## src/rtl/key_debounce.sv

```systemverilog
`default_nettype none
// ============================================================================
//  Module      : key_debounce
//  Description : Per-key synchroniser, debounce FSM and short/long press
//                classifier. Emits single-cycle, registered event pulses.
//  Revision    : 1.0 - initial release
// ============================================================================
module key_debounce #(
  parameter int NUM_KEYS     = 2,
  parameter int DEBOUNCE_CYC = 1_000_000,
  parameter int LONG_CYC     = 100_000_000,
  parameter bit ACTIVE_LOW   = 1'b1
) (
  input  logic                clk,
  input  logic                rst,
  input  logic [NUM_KEYS-1:0] key_in,
  output logic [NUM_KEYS-1:0] key_state,
  output logic [NUM_KEYS-1:0] key_press,
  output logic [NUM_KEYS-1:0] key_release,
  output logic [NUM_KEYS-1:0] short_press,
  output logic [NUM_KEYS-1:0] long_press
);

  localparam int DC_W = $clog2(DEBOUNCE_CYC);
  localparam int HC_W = $clog2(LONG_CYC);

  localparam logic [DC_W-1:0] DC_LAST = DC_W'(DEBOUNCE_CYC - 1);
  localparam logic [HC_W-1:0] HC_LAST = HC_W'(LONG_CYC - 1);

  // Raw pin level that corresponds to a released key.
  localparam logic [NUM_KEYS-1:0] REL_LEVEL = {NUM_KEYS{ACTIVE_LOW}};

  localparam logic [1:0] S_IDLE     = 2'd0;
  localparam logic [1:0] S_DB_PRESS = 2'd1;
  localparam logic [1:0] S_HELD     = 2'd2;
  localparam logic [1:0] S_DB_REL   = 2'd3;

  logic [NUM_KEYS-1:0] r_sync1;
  logic [NUM_KEYS-1:0] r_sync2;
  logic [NUM_KEYS-1:0] w_pressed;

  // Two-flop synchroniser; resets to the released level so a key held
  // through reset is seen as a fresh press afterwards.
  always_ff @(posedge clk) begin
    if (rst) begin
      r_sync1 <= REL_LEVEL;
      r_sync2 <= REL_LEVEL;
    end else begin
      r_sync1 <= key_in;
      r_sync2 <= r_sync1;
    end
  end

  // Normalise polarity: 1 means pressed from here on.
  assign w_pressed = r_sync2 ^ REL_LEVEL;

  for (genvar k = 0; k < NUM_KEYS; k++) begin : g_key
    logic            w_p;
    logic [1:0]      r_state;
    logic [1:0]      w_state_nxt;
    logic [DC_W-1:0] r_dc;
    logic [DC_W-1:0] w_dc_nxt;
    logic [HC_W-1:0] r_hc;
    logic [HC_W-1:0] w_hc_nxt;
    logic            r_lf;
    logic            w_lf_nxt;

    logic            r_level;
    logic            r_press;
    logic            r_release;
    logic            r_short;
    logic            r_long;
    logic            w_level_nxt;
    logic            w_press_nxt;
    logic            w_release_nxt;
    logic            w_short_nxt;
    logic            w_long_nxt;

    assign w_p = w_pressed[k];

    // State, counters and registered outputs.
    always_ff @(posedge clk) begin
      if (rst) begin
        r_state   <= S_IDLE;
        r_dc      <= '0;
        r_hc      <= '0;
        r_lf      <= 1'b0;
        r_level   <= 1'b0;
        r_press   <= 1'b0;
        r_release <= 1'b0;
        r_short   <= 1'b0;
        r_long    <= 1'b0;
      end else begin
        r_state   <= w_state_nxt;
        r_dc      <= w_dc_nxt;
        r_hc      <= w_hc_nxt;
        r_lf      <= w_lf_nxt;
        r_level   <= w_level_nxt;
        r_press   <= w_press_nxt;
        r_release <= w_release_nxt;
        r_short   <= w_short_nxt;
        r_long    <= w_long_nxt;
      end
    end

    // Next state and counter updates; counters saturate at their last value.
    always_comb begin
      w_state_nxt = r_state;
      w_dc_nxt    = r_dc;
      w_hc_nxt    = r_hc;
      w_lf_nxt    = r_lf;
      case (r_state)
        S_IDLE: begin
          if (w_p) begin
            w_state_nxt = S_DB_PRESS;
            w_dc_nxt    = '0;
          end
        end
        S_DB_PRESS: begin
          if (!w_p) begin
            w_state_nxt = S_IDLE;
          end else if (r_dc == DC_LAST) begin
            w_state_nxt = S_HELD;
            w_hc_nxt    = '0;
            w_lf_nxt    = 1'b0;
          end else begin
            w_dc_nxt = r_dc + 1'b1;
          end
        end
        S_HELD: begin
          // A release edge wins over the long threshold; hc is held.
          if (!w_p) begin
            w_state_nxt = S_DB_REL;
            w_dc_nxt    = '0;
          end else if (!r_lf) begin
            if (r_hc == HC_LAST) begin
              w_lf_nxt = 1'b1;
            end else begin
              w_hc_nxt = r_hc + 1'b1;
            end
          end
        end
        S_DB_REL: begin
          // hc and lf are frozen here so a bounce only delays long_press.
          if (w_p) begin
            w_state_nxt = S_HELD;
          end else if (r_dc == DC_LAST) begin
            w_state_nxt = S_IDLE;
          end else begin
            w_dc_nxt = r_dc + 1'b1;
          end
        end
        default: begin
          w_state_nxt = S_IDLE;
        end
      endcase
    end

    // Output decode, computed one cycle early and registered above.
    always_comb begin
      w_level_nxt   = (w_state_nxt == S_HELD) || (w_state_nxt == S_DB_REL);
      w_press_nxt   = (r_state == S_DB_PRESS) && w_p && (r_dc == DC_LAST);
      w_release_nxt = (r_state == S_DB_REL) && !w_p && (r_dc == DC_LAST);
      w_short_nxt   = w_release_nxt && !r_lf;
      w_long_nxt    = (r_state == S_HELD) && w_p && !r_lf && (r_hc == HC_LAST);
    end

    assign key_state[k]   = r_level;
    assign key_press[k]   = r_press;
    assign key_release[k] = r_release;
    assign short_press[k] = r_short;
    assign long_press[k]  = r_long;
  end

endmodule
`default_nettype wire
```

## config.mk

```make
export PLATFORM = sky130hd
export DESIGN_NAME = key_debounce
export DESIGN_NICKNAME = d
export VERILOG_FILES = /design/src/rtl/key_debounce.sv
export SDC_FILE = /design/constraint.sdc
export NUM_CORES = 1
export LEC_CHECK = 0
export ABC_AREA = 1
export BUFFER_PORTS_ARGS = -buffer_cell sky130_fd_sc_hd__buf_4
export CAP_MARGIN = 15
export CORE_MARGIN = 3
export CORE_UTILIZATION = 60
export DETAILED_ROUTE_END_ITERATION = 7
export PLACE_DENSITY = 0.77
export RECOVER_POWER = 25
export SYNTH_ARGS = -nofsm -noshare
export SYNTH_HDL_FRONTEND = slang
export SYNTH_SLANG_ARGS = --single-unit
```

## constraint.sdc

```tcl
create_clock -name clk -period 2.1 [get_ports clk]
set_input_delay 0.105 -clock clk [delete_from_list [all_inputs] [get_ports clk]]
set_output_delay 0.105 -clock clk [all_outputs]
set_load 0.01 [all_outputs]
```

==> impl_results.md <==
* Via count of the first global-routing pass at between 6k and 7k
* Post-synth top area share at between 30 and 40%
* Static power due to leakage at about 2.7 nW
* Top post-synthesis cells by area: dfxtp_1, nand2_1, nor2_1
* Number of synthesized register bits at 113
* ANT nets after route at 0
* Critical Path Slowest Stage Cell: dfxtp_1
* Cell taking the most area after synthesis: dfxtp_1
* Number of clock sinks at approximately 110
* Top delay family on crit path: simple AND/OR/NAND/NOR gates
* Kind of start point of the critical path: flop
* Antenna diode count at 0
* Slowest Stage Delay on Critical Path at 370 ps
* 1st-iter DRT viols at about 520
* Critical Path, Cell by Cell: ha_1 > nand2_1 > nor2_4 > nand4_1 > nand2_8 > buf_4 > nand3_1 > a21oi_1
* Sum of buffers and inverters on the critical path at 1
* Routed length per instance at 12.3 um
* Power per cell area at between 600 and 700 nW/um^2
* Maximum capacitance violations at 0
* Synth Instances at about 1.1k
* Post-layout nets at around 1.2k
* FF-to-FF setup slack at about 150 ps
* Total gr overflow at 0
* Hold-critical path depth at 2
* Non-filler cells, final at ~1.3k
* Peak ir drop on the vdd network at approximately 1200 uV
* Startpoint-to-endpoint class of the critical path: flop to flop
* Global router's overall resource usage at roughly 26%
* Maximum number of pins on one net before global-route repair at 36
* Most common cell after layout, fill and taps aside: nand2_1
* Root cell of the clock tree: clkbuf_16
* Clock latency on the worst-skew pair at between 400 and 500 ps
* Worst Hold End: g_key[0].r_dc[11]
* Synthesized Nets at 1139
* HPWL after detailed placement at 11.4 mm
* Vias at around 6.7k
* Worst min path class: input port to flop
* Run status: finished, final reports clean
* Yosys Warn Count at 0
* Core outline area at roughly 11000 um^2
* Arrival time of the worst setup path at 2300 ps
* Reg-to-reg critical path startpoint: g_key[0].r_dc[0]
* Area of the multi-input gates at a little under 4000 um^2
* Num ports at 14
* Area taken by flip-flops and latches at 2260 um^2
* Transition time of the tightest slew-check pin at approximately 560 ps
* RSZ-0062 raised after global routing: false
* Die Span X at roughly 110 um
* Total routed wirelength at about 16 mm
* Fraction of final layout cells with drive strength greater than 1 at around 6.9%
* First element of the critical path: g_key[0].r_dc[0]
* First-pass GRT wire length at ~28 mm
* Worst Setup End Kind: flop
* TritonCTS clock tree: yes
* Avg Synthesized Cell Area at around 6 um^2
* Post-CTS setup repair buffer count at 0
* Number of cell instances on the worst register-to-register path at 8
* Critical-path maximum fanout at 28
* Total power consumption of the routed design at approximately 5.2 mW
* Post-placement cell area at 7040 um^2
* Antenna violations before repair at 0
* Cell count after placement at about 1.3k
* Period Utilization, post-route at 92.9%
* Post-synthesis instance area at just under 7000 um^2
* Capture instance of the worst register-to-register path: g_key[0].r_hc[2]
* Most frequent cells in the layout: nand2_1, nor2_1, inv_1
* Final worst clock skew at about 8.5 ps
* Rel. slew slack at a little over 60%
* Effective utilization at floorplan at just over 60%
* Fill cell total of the finished layout at ~1.0k
* Upper clock frequency limit at 513 MHz
* Number of optimization iterations in the first detailed-route pass at 6
* Aggregate negative setup slack at 0 ps
* Total CTS buffers at 17
* Proportion of synthesized chip area in sequential cells at 33.0%
* Worst hold path startpoint: rst
* Number of buffers on the longest clock path at 2
* Area of the die at between 10000 and 15000 um^2
* Area Overhead vs Synth at 11.3%
* Hold violation total from the final report at 0
* Clock transition time at the flip-flop clock pins of the worst setup and hold paths at around 60 ps
* Finish-stage setup viols at 0
* Final instance area at between 7000 and 8000 um^2
* Via density at about 5.2
* Routability congestion estimate from global placement at 0.898
* Final critical-path required period at ~2000 ps
* Number of placement rows at 38
* Worst path required time at approximately 2500 ps
* Number of slew-limit violations in the final report at 0
* Final core utilization at 69.2%
* H-tree level count at 4
* Die height at 113 um
* DRC violations left at 0
* Count of buffers inserted at the top-level ports at 13
* Synth cell types at between 40 and 50
[cells by family after synthesis]
kind of cell | synth area share, %
AO/OA/AOI/OAI | 7.39
flip-flops | 33.0
AND/OR/NAND/NOR | 44.9
XOR/XNOR | 3.19
adder cells (fa/ha/maj) | 0.729
buffers and inverters | 10.8
[through the flow]
| step | hold slack, ps | setup WS, ps |
|---|---|---|
| after detailed placement | 296 | 160 |
| after floorplan | 209 | 427 |
| after global routing | 86.1 | 4.78 |
| after global placement | 295 | 215 |
| after CTS | 67.5 | 160 |
| final | 69.9 | 149 |
[flip-flops by register name, indices dropped and copies added, names as in the netlist]
signal	cells
g_key.r_hc	54
g_key.r_dc	40
g_key.r_state	4
g_key.r_lf	2
g_key.r_long	2
g_key.r_press	2
g_key.r_release	2
g_key.r_short	2
r_sync1	2
r_sync2	2
g_key.r_level	1
[area by class of cell]
class / instances / area share (%)
Clock buffer: 20 / 5.85
Multi-Input combinational cell: 850 / 50.7
Timing Repair Buffer: 34 / 2.93
Clock inverter: 12 / 2.06
Tap cell: 140 / 2.29
Sequential cell: 113 / 29.6
Inverter: 131 / 6.52
[worst max path at each step]
stage,cells past startpoint,endpoint,slack [ps]
after floorplan,11,g_key[1].r_hc[17],430
after global placement,12,g_key[0].r_hc[1],220
after detailed placement,11,g_key[0].r_hc[4],160
after CTS,11,g_key[0].r_hc[8],160
after global routing,8,g_key[0].r_hc[4],5
final,8,g_key[0].r_hc[2],150
[cell usage after synthesis]
| cell type | number |
|---|---|
| buf_2 | 4 |
| o21ai_0 | 20 |
| ha_1 | 4 |
| nor3_4 | 1 |
| inv_2 | 5 |
| nand2_1 | 324 |
| clkinv_1 | 2 |
| buf_6 | 4 |
| nand4_2 | 1 |
| o21ai_1 | 11 |
| nand3_1 | 93 |
| and3_1 | 1 |
| clkbuf_2 | 1 |
| buf_1 | 1 |
| nor2_1 | 224 |
| nor3_2 | 3 |
| nand3b_1 | 5 |
| clkbuf_1 | 11 |
| xnor2_1 | 9 |
| nor3_1 | 20 |
| nand2_2 | 4 |
| inv_4 | 1 |
| nor2_2 | 3 |
| a21oi_1 | 64 |
| o21bai_1 | 1 |
| nor4_1 | 1 |
| a21oi_4 | 1 |
| buf_4 | 16 |
| a211oi_1 | 1 |
| nand3_4 | 1 |
| or2_2 | 5 |
| nand2_4 | 2 |
| xor2_1 | 16 |
| nand4_1 | 30 |
| nor3b_1 | 1 |
| and2_1 | 1 |
| nor2_4 | 1 |
| inv_1 | 123 |
| buf_8 | 1 |
| nand2_8 | 1 |
| dfxtp_1 | 113 |
[where the power goes]
group,switching (mW),total (mW),internal (mW)
combinational,0.0895,0.124,0.0348
sequential,0.00744,2.16,2.15
clock,1.05,2.95,1.90
total,1.15,5.24,4.09
[metal layers]
layer,routed length [um],GRT usage (%)
met2,7370,43.2
met3,793,5.35
met5,0,0
met4,220,8.25
met1,7610,33.6
[what timing repair did]
action | 4_1_cts | 5_1_grt
hold buffers | 2 | 0
hold endpoints to repair | 2 | 0
gates resized for setup | 0 | 3
setup endpoints to repair | 0 | 22
Power figures use the tool's default switching activity.
